===== config.mk =====
export PLATFORM = sky130hd
export DESIGN_NAME = prt_dp_pm_ldr
export DESIGN_NICKNAME = d
export VERILOG_FILES = /design/src/rtl/prt_dp_pm_ldr.sv
export SDC_FILE = /design/constraint.sdc
export NUM_CORES = 1
export LEC_CHECK = 0
export BUFFER_PORTS_ARGS = -buffer_cell sky130_fd_sc_hd__buf_2
export CELL_PAD_IN_SITES_DETAIL_PLACEMENT = 0
export CELL_PAD_IN_SITES_GLOBAL_PLACEMENT = 1
export CORE_MARGIN = 4
export CORE_UTILIZATION = 25
export CTS_BUF_LIST = sky130_fd_sc_hd__clkbuf_8
export DETAILED_ROUTE_END_ITERATION = 12
export GPL_ROUTABILITY_DRIVEN = 0
export MAX_ROUTING_LAYER = met4
export PLACE_DENSITY_LB_ADDON = 0.1
export SYNTH_ARGS = -nofsm -noshare
export SYNTH_HDL_FRONTEND = slang
export SYNTH_SLANG_ARGS = --single-unit

===== constraint.sdc =====
create_clock -name CLK_IN -period 5.59 [get_ports CLK_IN]
set_input_delay 0.2795 -clock CLK_IN [delete_from_list [all_inputs] [get_ports CLK_IN]]
set_output_delay 0.2795 -clock CLK_IN [all_outputs]
set_load 0.05 [all_outputs]

===== src/rtl/prt_dp_pm_ldr.sv =====
// prt_dp_pm_ldr -- policy-maker program RAM loader.
// Packs a byte-wide host image into little-endian 32-bit words, drives the
// RAM init port (start, data, valid), holds the PM CPU in reset while a
// load is in progress and reports busy/done/error/word count.
// Optional image checksum check: define PRT_DP_PM_LDR_CHK_EN.
//
// Host byte handshake: a byte transfers on a rising CLK_IN edge where
// HOST_VLD_IN and HOST_RDY_OUT are both high and HOST_STR_IN is low.
// HOST_RDY_OUT is high exactly while the FSM is in LOAD, and the host may
// hold HOST_VLD_IN high across consecutive cycles for back-to-back bytes.
// HOST_STR_IN and HOST_END_IN are single-cycle pulses; HOST_STR_IN wins over
// everything else in the same cycle.

module prt_dp_pm_ldr #(
    parameter int P_ADR = 10
) (
    input  logic             CLK_IN,
    input  logic             RST_IN,
    input  logic             HOST_STR_IN,
    input  logic [7:0]       HOST_DAT_IN,
    input  logic             HOST_VLD_IN,
    output logic             HOST_RDY_OUT,
    input  logic             HOST_END_IN,
    input  logic [31:0]      HOST_CHK_IN,
    output logic             INIT_STR_OUT,
    output logic [31:0]      INIT_DAT_OUT,
    output logic             INIT_VLD_OUT,
    output logic             CPU_RST_OUT,
    output logic             STA_BUSY_OUT,
    output logic             STA_DONE_OUT,
    output logic             STA_ERR_OUT,
    output logic [P_ADR:0]   STA_WRDS_OUT,
    output logic [2:0]       DBG_STATE_OUT
);

    typedef enum logic [2:0] {
        S_IDLE = 3'd0,
        S_CLR  = 3'd1,
        S_LOAD = 3'd2,
        S_FIN  = 3'd3,
        S_DONE = 3'd4,
        S_ERR  = 3'd5
    } state_t;

    // Word count value meaning "RAM full"; one more word would overflow.
    localparam logic [P_ADR:0] C_CAP = {1'b1, {P_ADR{1'b0}}};

    state_t         state_q;
    logic [1:0]     bcnt_q;
    logic [31:0]    asm_q;

    logic [31:0]    asm_nxt;
    logic           word_full;
    logic           pad_req;
    logic           wr_req;
    logic [31:0]    wr_word;
    logic           cap_hit;

`ifdef PRT_DP_PM_LDR_CHK_EN
    logic [31:0]    chk_q;
    logic [31:0]    chk_exp_q;
`else
    logic           unused_chk;
    assign unused_chk = ^HOST_CHK_IN;
`endif

    assign DBG_STATE_OUT = state_q;

    // Byte insertion and word-write decision for the current LOAD cycle.
    always_comb begin
        asm_nxt = asm_q;
        case (bcnt_q)
            2'd0:    asm_nxt[7:0]   = HOST_DAT_IN;
            2'd1:    asm_nxt[15:8]  = HOST_DAT_IN;
            2'd2:    asm_nxt[23:16] = HOST_DAT_IN;
            default: asm_nxt[31:24] = HOST_DAT_IN;
        endcase
        word_full = HOST_VLD_IN && (bcnt_q == 2'd3);
        // End of image with bytes still pending (after any same-cycle byte)
        // flushes a partial word; unfilled lanes are already zero.
        pad_req   = HOST_END_IN && (HOST_VLD_IN ? (bcnt_q != 2'd3) : (bcnt_q != 2'd0));
        wr_req    = word_full || pad_req;
        wr_word   = HOST_VLD_IN ? asm_nxt : asm_q;
        cap_hit   = (STA_WRDS_OUT == C_CAP);
    end

    // Loader FSM with all outputs registered.
    always_ff @(posedge CLK_IN) begin
        if (RST_IN) begin
            state_q      <= S_IDLE;
            bcnt_q       <= '0;
            asm_q        <= '0;
            HOST_RDY_OUT <= 1'b0;
            INIT_STR_OUT <= 1'b0;
            INIT_DAT_OUT <= '0;
            INIT_VLD_OUT <= 1'b0;
            CPU_RST_OUT  <= 1'b1;
            STA_BUSY_OUT <= 1'b0;
            STA_DONE_OUT <= 1'b0;
            STA_ERR_OUT  <= 1'b0;
            STA_WRDS_OUT <= '0;
`ifdef PRT_DP_PM_LDR_CHK_EN
            chk_q        <= '0;
            chk_exp_q    <= '0;
`endif
        end else begin
            INIT_STR_OUT <= 1'b0;
            INIT_VLD_OUT <= 1'b0;
            if (HOST_STR_IN) begin
                // Start or abort: counters are cleared on entry so they
                // already read zero while CLR is visible.
                state_q      <= S_CLR;
                INIT_STR_OUT <= 1'b1;
                CPU_RST_OUT  <= 1'b1;
                STA_BUSY_OUT <= 1'b1;
                STA_DONE_OUT <= 1'b0;
                STA_ERR_OUT  <= 1'b0;
                HOST_RDY_OUT <= 1'b0;
                STA_WRDS_OUT <= '0;
                bcnt_q       <= '0;
                asm_q        <= '0;
`ifdef PRT_DP_PM_LDR_CHK_EN
                chk_q        <= '0;
`endif
            end else begin
                case (state_q)
                    S_IDLE: begin
                        CPU_RST_OUT  <= 1'b0;
                        HOST_RDY_OUT <= 1'b0;
                    end
                    S_CLR: begin
                        state_q      <= S_LOAD;
                        HOST_RDY_OUT <= 1'b1;
                    end
                    S_LOAD: begin
                        if (HOST_VLD_IN) begin
                            bcnt_q <= bcnt_q + 2'd1;
                            asm_q  <= word_full ? '0 : asm_nxt;
                        end
                        if (wr_req) begin
                            if (cap_hit) begin
                                // RAM already full: drop the word and fail.
                                state_q      <= S_ERR;
                                STA_ERR_OUT  <= 1'b1;
                                STA_BUSY_OUT <= 1'b0;
                                HOST_RDY_OUT <= 1'b0;
                            end else begin
                                INIT_VLD_OUT <= 1'b1;
                                INIT_DAT_OUT <= wr_word;
                                STA_WRDS_OUT <= STA_WRDS_OUT + 1'b1;
`ifdef PRT_DP_PM_LDR_CHK_EN
                                chk_q        <= chk_q + wr_word;
`endif
                            end
                        end
                        if (HOST_END_IN && !(wr_req && cap_hit)) begin
                            state_q      <= S_FIN;
                            HOST_RDY_OUT <= 1'b0;
`ifdef PRT_DP_PM_LDR_CHK_EN
                            chk_exp_q    <= HOST_CHK_IN;
`endif
                        end
                    end
                    S_FIN: begin
                        STA_BUSY_OUT <= 1'b0;
`ifdef PRT_DP_PM_LDR_CHK_EN
                        if (chk_q != chk_exp_q) begin
                            state_q     <= S_ERR;
                            STA_ERR_OUT <= 1'b1;
                        end else begin
                            state_q      <= S_DONE;
                            STA_DONE_OUT <= 1'b1;
                            CPU_RST_OUT  <= 1'b0;
                        end
`else
                        state_q      <= S_DONE;
                        STA_DONE_OUT <= 1'b1;
                        CPU_RST_OUT  <= 1'b0;
`endif
                    end
                    default: begin
                        // DONE and ERR hold until a new start pulse.
                    end
                endcase
            end
        end
    end

endmodule


## Yosys cells after proc, flatten, opt, wreduce, memory -nomap -nowiden

Cells that the tools add are included.

| word-level totals | value |
|---|---|
| register bits | 87 |
| input port bits | 45 |
| output and inout port bits | 53 |
| word-level logic and storage cells | 78 |

| cells by class | value |
|---|---|
| add/subtract/negate cells | 2 |
| equal/unequal tests | 14 |
| muxes and demuxes | 20 |
| bitwise operators | 4 |
| reduce and logical (&&, ||, !) cells | 25 |

Operators by type and width:

| operator | count |
|---|---|
| 2-to-1 mux 32 bit | 2 |
| 2-to-1 mux 8 bit | 4 |
| AND reduction 3 bit | 6 |
| != test 3 bit, second input constant | 4 |
| adder 11 x 1 -> 11 bit, second input constant | 1 |
| == test 11 bit, second input constant | 1 |
| 2-to-1 mux 3 bit | 3 |
| case mux 3 bit (3 select lines) | 1 |
| nonzero test 3 bit | 3 |
| 2-to-1 mux 1 bit | 8 |
| != test 4 bit, second input constant | 2 |
| == test 3 x 2 -> 1 bit, second input constant | 2 |
| == test 2 bit, second input constant | 2 |
| logical AND 1 bit | 4 |
| inverter 1 bit | 4 |
| AND reduction 4 bit | 1 |
| nonzero test 4 bit | 1 |
| OR reduction 2 bit | 2 |
| OR reduction 4 bit | 1 |
| == test 3 x 1 -> 1 bit, second input constant | 1 |
| zero test 3 bit | 1 |
| case mux 1 bit (3 select lines) | 1 |
| OR reduction 3 bit | 1 |
| adder 2 x 1 -> 2 bit, second input constant | 1 |
| other kinds (8) | 8 |

## Logic depth before layout (Yosys ltp)

Gate-level depths: netlist of the first run.

| depth | value |
|---|---|
| depth in word-level cells | 10 |
| mapped depth | 8 |
| depth with buffers taken out | 6 |

## Worst setup path before layout of the first run

Ideal clock, no wire load.

| timing | value |
|---|---|
| kind | reg2reg |
| from | register state_q[0], in the netlist DBG_STATE_OUT[0] |
| to | register STA_WRDS_OUT[7] |
| library setup time | 0.071 ns |
| data arrival time | 2.319 ns |
| data required time | 5.519 ns |
| setup slack | 3.201 ns |
| cell stages (with the launch flop) | 7 |
| buffers on the path | 2 |
| period minus slack after synthesis | 2.389 ns |
| path through | dfxtp_1 buf_6 or3b_1 buf_6 or4_4 or4_1 a21oi_1 |

| on the way | value |
|---|---|
| cells in the longest elaborated chain, start to end | 2 |

Ends and longest elaborated chain:

| what | RTL line | source |
|---|---|---|
| start, declared | 48 | `state_t state_q;` |
| start signal, assigned | 90 | `state_q <= S_IDLE;` |
| start signal, assigned | 112 | `state_q <= S_CLR;` |
| start signal, assigned | 132 | `state_q <= S_LOAD;` |
| == test 3 x 2 -> 1 bit | 126 | `case (state_q)` |
| AND reduction 3 bit (no line) | -- |  |
| end signal, assigned | 150 | `STA_WRDS_OUT <= STA_WRDS_OUT + 1'b1;` |
| end, declared | 32 | `output logic [P_ADR:0] STA_WRDS_OUT,` |

No other way between the ends.
A chain may end at the register's enable or synchronous reset.

## Worst setup path in the final report of the first run

| timing | value |
|---|---|
| from | register STA_WRDS_OUT[6] |
| to | register STA_BUSY_OUT |

| on the way | value |
|---|---|
| cells in the longest elaborated chain, start to end | 3 |

Ends and longest elaborated chain:

| what | RTL line | source |
|---|---|---|
| == test 11 bit | 84 | `cap_hit = (STA_WRDS_OUT == C_CAP);` |
| != test 3 bit (no line) | -- |  |
| AND reduction 3 bit (no line) | -- |  |
| end signal, assigned | 98 | `STA_BUSY_OUT <= 1'b0;` |
| end signal, assigned | 115 | `STA_BUSY_OUT <= 1'b1;` |
| end signal, assigned | 145 | `STA_BUSY_OUT <= 1'b0;` |
| end, declared | 29 | `output logic STA_BUSY_OUT,` |

No other way between the ends.

==> impl_metrics.json, run 1 <==
{
  "slew_headroom_pct": 31.5,
  "post_cts_buffers": 0,
  "finalCritPeriodShare_pct": 48.9,
  "yosysSeqAreaShare_pct": 47.5,
  "mostFrequentLayoutCell": "dfxtp_1",
  "cp-start-kind": "flip-flop",
  "seq_area_um2": 1740,
  "hold_buffers": 0,
  "synthesis.area_um2": 3660,
  "synth_area_per_cell_um2": 9.37,
  "critical_path_class": "reg -> reg",
  "port_buffers": 65,
  "firstDrtPassIters": 4,
  "required_ps": 5810,
  "initialDrtViolationCount": 206,
  "rsz0062_at_grt": "no",
  "htree_levels": 3,
  "ys_seq_elements": 87,
  "pin_count": 98,
  "leakage_nw": 1.75,
  "fin_crit_ps": 2730,
  "drv_cap": 0,
  "yosysWarnings": 0,
  "start_util_pct": 26.0,
  "dp_hpwl_um": 7160,
  "synth_nets": 442,
  "antenna_found_initial": 0,
  "routed_wirelength_um": 10900,
  "post_cts_resized": 0,
  "grt_start_max_net_pins": 42,
  "die_x_um": 129,
  "worstMarginPinSlew_ps": 1030,
  "via_count": 3145,
  "n_antenna_cell": 0,
  "die_area_um2": 16700,
  "route.detailed.drc": 0,
  "syn_to_final_growth_pct": 17.8,
  "finalSetupTns_ps": 0,
  "finClkSkew_ps": 7.12,
  "rows": 43,
  "clock_sinks": 87,
  "crit_arrival_ps": 2950,
  "ys_async_sr_fraction_pct": 0,
  "gr-total-overflow": 0,
  "vias_per_cell": 5.02,
  "clk_latency_ps": 370,
  "cts_tree": "done",
  "worst_slack_ps": 2860,
  "place_ws_ps": 2880,
  "synth_edf_count": 0,
  "core_area_um2": 14100,
  "grt_use_total_pct": 13.9,
  "ir_worst_vdd_mv": 0.140,
  "critPathCaptureType": "flip-flop",
  "clk_pin_slew_ps": 80,
  "ys_types": 46,
  "layout_common_cells": "87 x dfxtp_1, 65 x buf_2, 49 x a21oi_1",
  "finalMaxSlewViolations": 0,
  "drive_gt1_share_pct": 19.2,
  "grt_pass1_vias": 3020,
  "clock.fmax_mhz": 366,
  "setup_viol": 0,
  "post_drt_wl_per_cell_um": 17.4,
  "clock-root-buffer": "clkbuf_8",
  "synth-main-ff-cell": "dfxtp_1",
  "fillers": 1549,
  "cts_buffers": 9,
  "power_density_nw_per_um2": 261,
  "clock_path_buffers": 2,
  "antenna_left": 0,
  "multi_input_area_um2": 1780,
  "report.final.hold_viol_count": 0,
  "worstPathMaxFanout": 26,
  "synthCells": 391,
  "outcome": "finished clean",
  "min_path_type": "in -> reg",
  "nets": 495,
  "grt_pass1_wl_um": 17400,
  "dieHeight_um": 129
}
## worst paths after layout
| check | startpoint | endpoint | slack (ps) | cells past startpoint |
|---|---|---|---|---|
| max reg2reg | STA_WRDS_OUT[6]$_SDFFE_PP0P_ | STA_BUSY_OUT$_SDFFE_PP0P_ | 2860 | 5 |
| min | HOST_STR_IN | INIT_STR_OUT$_SDFF_PP0_ | 280 | 3 |
| max | STA_WRDS_OUT[6]$_SDFFE_PP0P_ | STA_BUSY_OUT$_SDFFE_PP0P_ | 2860 | 5 |
| min reg2reg | STA_ERR_OUT$_SDFFE_PP0P_ | STA_ERR_OUT$_SDFFE_PP0P_ | 470 | 2 |
## synth_stat cells, types with 2 or more instances
master,count,area [um^2]
nor2_1,37,139
buf_2,4,20.0
or3_1,3,18.8
nand3_1,6,30.0
and2_1,8,50.1
o31ai_1,4,30.0
a22oi_1,24,180
nor2b_1,2,12.5
nand4_1,4,25.0
xnor2_1,2,17.5
o21ai_0,6,30.0
buf_6,2,22.5
a31o_2,2,17.5
dfxtp_1,87,1740
a21oi_1,49,245
nand2_1,13,48.8
inv_1,10,37.5
a31oi_1,3,18.8
clkbuf_1,18,67.6
nor3b_1,3,22.5
a211oi_1,32,240
o21ai_1,3,15.0
and3_1,2,12.5
mux2i_1,33,330
nor4_1,4,25.0
ha_1,6,75.1
or4_1,3,22.5
buf_1,3,11.3
## state kept, by name, indices dropped and copies added, names as in the netlist
register / cells
INIT_DAT_OUT: 32
asm_q: 32
STA_WRDS_OUT: 11
DBG_STATE_OUT: 3
bcnt_q: 2
CPU_RST_OUT: 1
HOST_RDY_OUT: 1
INIT_STR_OUT: 1
INIT_VLD_OUT: 1
STA_BUSY_OUT: 1
STA_DONE_OUT: 1
STA_ERR_OUT: 1
## cell families after synthesis
| family | count (synthesis) | synth area share (%) |
|---|---|---|
| fa+ha+maj | 6 | 2.05 |
| flops | 87 | 47.5 |
| compound gates | 130 | 22.8 |
| simple gates | 95 | 13.6 |
| mux | 33 | 9.01 |
| xor+xnor | 3 | 0.717 |
| buf+inv | 37 | 4.34 |
## through the flow
step | total power [W] | hold WS [ps] | cells | utilization, % | area, um^2
after floorplan | 0.000690 | 358 | 391 | - | 3660
after global placement | 0.000719 | 442 | 613 | 29.4 | 4140
after detailed placement | 0.000719 | 443 | 613 | 29.4 | 4140
after CTS | 0.00116 | 252 | 627 | 30.6 | 4320
after global routing | 0.00118 | 270 | 627 | 30.6 | 4320
final | 0.00113 | 277 | 627 | 30.6 | 4320
## power breakdown
part	switching (W)	leakage, nW	total (W)	internal [W]
combinational	0.0000556	0.944	0.0000735	0.0000179
clock	0.000217	0.102	0.000426	0.000209
sequential	0.00000513	0.702	0.000629	0.000624
total	0.000278	1.75	0.00113	0.000851
## area by class of cell
cell class,instances,share of cell area [%]
Timing Repair Buffer,69,8.23
Multi-Input combinational cell,267,41.2
Clock buffer,10,3.19
Sequential cell,87,40.3
Inverter,10,0.869
Clock inverter,4,0.956
Tap cell,180,5.22
## layer usage
layer | track usage (%) | vias to the layer above | routed length [um]
met4 | 3.15 | 0 | 112
met3 | 4.08 | 8 | 538
met1 | 18.3 | 1519 | 5260
li1 | - | 1555 | -
met5 | - | - | 0
met2 | 21.3 | 63 | 5020
## critical path, cell delays in order (launching register included)
cell	delay, ps
dfxtp_1	380
nor4b_1	750
nand3_1	680
buf_4	460
o221ai_1	220
a21oi_1	90
Note: power is estimated with default switching activity, not from simulation.
==> run 2: changes to the inputs <==
- clock period: 5.59 -> 2.75 ns (I/O delays scaled with it)
==> impl_metrics.json, run 2 (synthesis gave the netlist of run 1 again) <==
{
  "outcome": "finished clean",
  "syn_to_final_growth_pct": 21.2,
  "layout_common_cells": "87 x dfxtp_1, 65 x buf_2, 49 x a21oi_1",
  "worst_path_largest_cell_delay_ps": 550,
  "fillers": 1557,
  "crit_arrival_ps": 2590,
  "reg_top3": "INIT_DAT_OUT x32, asm_q x32, STA_WRDS_OUT x11",
  "worstMarginPinSlew_ps": 680,
  "antenna_found_initial": 0,
  "dp_hpwl_um": 7340,
  "cts_tree": "done",
  "pin_count": 98,
  "rsz0062_at_grt": "no",
  "min_path_type": "in -> reg",
  "dieHeight_um": 129,
  "cpMaxStageDelayCell": "or3_1",
  "port_buffers": 65,
  "power_density_nw_per_um2": 509,
  "finalMaxSlewViolations": 0,
  "post_cts_resized": 0,
  "cp-start-kind": "flip-flop",
  "clock.fmax_mhz": 437,
  "antenna_left": 0,
  "ir_worst_vdd_mv": 0.164,
  "rows": 43,
  "route.detailed.drc": 0,
  "routed_wirelength_um": 11000,
  "grt_use_total_pct": 14.0,
  "path_cells": "inv_1, ha_1, nor2b_1, or3_1, or4_1, a21oi_1",
  "clock_sinks": 87,
  "grt_start_max_net_pins": 39,
  "die_x_um": 129,
  "multi_input_area_um2": 1780,
  "drv_cap": 0,
  "grt_pass1_vias": 3100,
  "drive_gt1_share_pct": 22.4,
  "core_area_um2": 14100,
  "finClkSkew_ps": 15.4,
  "nets": 510,
  "initialDrtViolationCount": 185,
  "cts_buffers": 9,
  "cpLargestDelayFamily": "simple AND/OR/NAND/NOR gates",
  "seq_area_um2": 1740,
  "slew_headroom_pct": 54.5,
  "clock_path_buffers": 2,
  "n_antenna_cell": 0,
  "finalCritPeriodShare_pct": 83.2,
  "firstDrtPassIters": 6,
  "clk_latency_ps": 370,
  "leakage_nw": 1.82,
  "finalSetupTns_ps": 0,
  "htree_levels": 3,
  "mostFrequentLayoutCell": "dfxtp_1",
  "totalPowerFinal_w": 0.00226,
  "grt_pass1_wl_um": 17400,
  "post_cts_buffers": 0,
  "via_count": 3144,
  "die_area_um2": 16700,
  "setup_viol": 0,
  "crit_buf_inv": 1,
  "worstPathMaxFanout": 7,
  "start_util_pct": 26.0,
  "vias_per_cell": 4.88,
  "report.final.hold_viol_count": 0,
  "fin_crit_ps": 2290,
  "required_ps": 3050,
  "critPathCaptureType": "flip-flop",
  "gr-total-overflow": 0,
  "critical_path_class": "reg -> reg",
  "hold_buffers": 0,
  "clk_pin_slew_ps": 90,
  "clock-root-buffer": "clkbuf_8",
  "post_drt_wl_per_cell_um": 17.1
}
## run 2: cell types whose count changed in the layout (fill, tap and decap cells not counted)
cell       before  now
clkinv_4        0    3
inv_1          13   12
bufinv_16       1    0
clkinv_2        0    1
buf_12          0    1
buf_4           4   18
## run 2: path summary, 6_finish.rpt
| check | cells past startpoint | slack (ps) | start | to |
|---|---|---|---|---|
| worst min-delay path | 3 | 130 | HOST_DAT_IN[5] | asm_q[13]$_SDFFE_PP0P_ |
| worst max-delay path | 6 | 460 | bcnt_q[0]$_SDFFE_PP0P_ | STA_WRDS_OUT[3]$_SDFFE_PP0P_ |
| worst min register to register | 1 | 460 | asm_q[24]$_SDFFE_PP0P_ | asm_q[24]$_SDFFE_PP0P_ |
| worst max register to register | 6 | 460 | bcnt_q[0]$_SDFFE_PP0P_ | STA_WRDS_OUT[3]$_SDFFE_PP0P_ |
## run 2: cell type report
cell class | instances | share of cell area, %
clock inverter | 6 | 0.873
multi-input combinational | 267 | 40.1
clock buffer | 10 | 3.10
timing repair buffer | 84 | 10.8
tap | 180 | 5.07
sequential | 87 | 39.2
inverter | 10 | 0.845
## run 2: per-layer routing
| metal | wire, um | global-route usage, % |
|---|---|---|
| met5 | 0 | - |
| met4 | 235 | 5.68 |
| met3 | 398 | 2.51 |
| met2 | 4820 | 20.4 |
| met1 | 5550 | 19.1 |
## run 2: per-stage QoR
stage	cells	hold slack, ps	area (um^2)	worst slack (ps)	utilization, %
floorplan	391	216	3660	361	-
global placement	628	442	4260	501	30.3
detailed placement	628	446	4260	454	30.3
CTS	644	114	4440	438	31.5
global route	644	137	4440	324	31.5
finish	644	126	4440	462	31.5
## run 2: tightest hold or removal path, cell delays in order
cell	delay [ps]
buf_2	160
a22oi_1	90
nor2_1	70
## run 2: report_power, final
group / switching [W] / total [W] / internal (W)
combinational: 0.000120 / 0.000163 / 0.0000428
clock: 0.000476 / 0.000826 / 0.000350
sequential: 0.00000482 / 0.00127 / 0.00127
total: 0.000601 / 0.00226 / 0.00166
==> run 3: changes to the inputs <==
- ABC_AREA: not set -> 1
- clock period: 2.75 -> 2 ns (I/O delays scaled with it)
==> impl_metrics.json, run 3 <==
{
  "antenna_found_initial": 0,
  "n_antenna_cell": 0,
  "dpl_cell_area_um2": 4650,
  "routed_wirelength_um": 12500,
  "finalCritPeriodShare_pct": 90.2,
  "cts_tree": "done",
  "min_path_type": "in -> reg",
  "post_cts_buffers": 0,
  "yosysWarnings": 0,
  "finClkSkew_ps": 18.4,
  "synth-main-ff-cell": "dfxtp_1",
  "ys_seq_elements": 87,
  "mostFrequentLayoutCell": "nand2_1",
  "drive_gt1_share_pct": 16.4,
  "clock-root-buffer": "clkbuf_8",
  "pin_count": 98,
  "power_density_nw_per_um2": 665,
  "fin_util_pct": 30.3,
  "grt_pass1_vias": 3860,
  "leakage_nw": 2.10,
  "gr-total-overflow": 0,
  "clk_pin_slew_ps": 100,
  "reg_top3": "INIT_DAT_OUT x32, asm_q x32, STA_WRDS_OUT x11",
  "setup_viol": 0,
  "worstMarginPinSlew_ps": 802,
  "vias_per_cell": 4.51,
  "dp_hpwl_um": 8620,
  "clock.fmax_mhz": 554,
  "synth_most_common_cell": "nand2_1",
  "grt_pass1_wl_um": 20600,
  "via_count": 3949,
  "synth_top_area_share_pct": 42.7,
  "worstPathMaxFanout": 32,
  "yosysSeqAreaShare_pct": 42.7,
  "die_x_um": 136,
  "clk_latency_ps": 380,
  "synth_nets": 648,
  "synthCells": 597,
  "nets": 706,
  "finalSetupTns_ps": 0,
  "cp-start-kind": "flip-flop",
  "clock_sinks": 87,
  "critPathCaptureType": "flip-flop",
  "synth_common_cells": "137 x nand2_1, 87 x dfxtp_1, 86 x nor2_1",
  "design_area_um2": 4840,
  "synth_edf_count": 0,
  "firstDrtPassIters": 5,
  "ys_async_sr_fraction_pct": 0,
  "outcome": "finished clean",
  "synth_area_per_cell_um2": 6.84,
  "path_cells": "inv_1, ha_1, nand2_1, nand2_2, nor2_4, nand2_4, nor2_8, buf_12, o21ai_0, nor2_1",
  "htree_levels": 3,
  "port_buffers": 65,
  "hold_buffers": 0,
  "finalMaxSlewViolations": 0,
  "antenna_left": 0,
  "drv_cap": 0,
  "grt_use_total_pct": 14.7,
  "grt_start_max_net_pins": 42,
  "slew_headroom_pct": 46.5,
  "yosys.area.top_type": "dfxtp_1",
  "ys_types": 30,
  "rsz0062_at_grt": "no",
  "crit_arrival_ps": 2120,
  "die_area_um2": 18400,
  "clock_path_buffers": 2,
  "report.final.hold_viol_count": 0,
  "route.detailed.drc": 0,
  "yosys-top-cells-area": "dfxtp_1 43%, nand2_1 13%, o21ai_0 9.2%",
  "rows": 46,
  "layout_common_cells": "137 x nand2_1, 87 x dfxtp_1, 86 x nor2_1",
  "required_ps": 2320,
  "syn_to_final_growth_pct": 18.5,
  "whs_ps": 86.4,
  "start_util_pct": 25.6,
  "fin_crit_ps": 1800,
  "ir_worst_vdd_mv": 0.246,
  "core_area_um2": 15900,
  "synthesis.area_um2": 4080,
  "cpMaxStageDelayCell": "dfxtp_1",
  "critical_path_class": "reg -> reg",
  "post_drt_wl_per_cell_um": 14.3,
  "worst_path_largest_cell_delay_ps": 410,
  "cts_buffers": 9,
  "initialDrtViolationCount": 193,
  "dieHeight_um": 136
}
-- run 3: worst paths after layout --
kind                                                start                            end  slack, ps  cells past startpoint
worst max-delay path               bcnt_q[0]$_SDFFE_PP0P_  INIT_DAT_OUT[21]$_SDFFE_PP0P_        200                     10
worst max register to register     bcnt_q[0]$_SDFFE_PP0P_  INIT_DAT_OUT[21]$_SDFFE_PP0P_        200                     10
worst min-delay path                          HOST_STR_IN        INIT_STR_OUT$_SDFF_PP0_         90                      3
worst min register to register  STA_DONE_OUT$_SDFFE_PP0N_      STA_DONE_OUT$_SDFFE_PP0N_        450                      2
-- run 3: routing by layer --
layer | part of all wire (%) | routed length [um] | vias up | track usage, %
li1 | - | - | 2029 | -
met1 | 48 | 6040 | 1836 | 18.8
met2 | 47 | 5870 | 65 | 23.6
met3 | 3.0 | 381 | 19 | 2.12
met4 | 1.9 | 233 | 0 | 5.66
met5 | 0 | 0 | - | -
-- run 3: repair_timing --
action / 4_1_cts / 5_1_grt
setup endpoints to repair: 0 / 5
hold endpoints to repair: 0 / 0
resized for setup: 0 / 2
-- run 3: critical path: cells and delay by family, from the launching register on --
family                   cells  cell delay (ps)
AO/OA/AOI/OAI                1              110
flip-flops                   1              410
buffers and inverters        2              270
adder cells (fa/ha/maj)      1              220
AND/OR/NAND/NOR              6              710
-- run 3: cell type report --
| type | instances | area, um^2 |
|---|---|---|
| clock buffers | 10 | 138 |
| fillers | 1809 | 11100 |
| repair buffers | 78 | 448 |
| inverters | 57 | 219 |
| clock inverters | 6 | 42.5 |
| multi-input cells | 422 | 1980 |
| well taps | 216 | 270 |
| flip-flops and latches | 87 | 1740 |
-- run 3: cells by family after synthesis --
group | after synthesis | synth area share [%]
flops | 87 | 42.7
mux | 1 | 0.276
buf+inv | 88 | 8.95
xor+xnor | 6 | 1.29
compound gates | 133 | 17.1
fa+ha+maj | 6 | 1.84
simple gates | 276 | 27.9
-- run 3: power by group --
part           switching, W  internal (W)
clock              0.000700      0.000490
sequential        0.0000108       0.00175
combinational      0.000197     0.0000698
total              0.000908       0.00231
-- run 3: metrics by stage --
stage	setup WS [ps]	std cells	power, W
6_report	195	876	0.00321
5_1_grt	13.7	876	0.00338
4_1_cts	183	876	0.00330
3_5_place_dp	198	860	0.00207
3_3_place_gp	246	860	0.00207
2_1_floorplan	46.3	597	0.00197
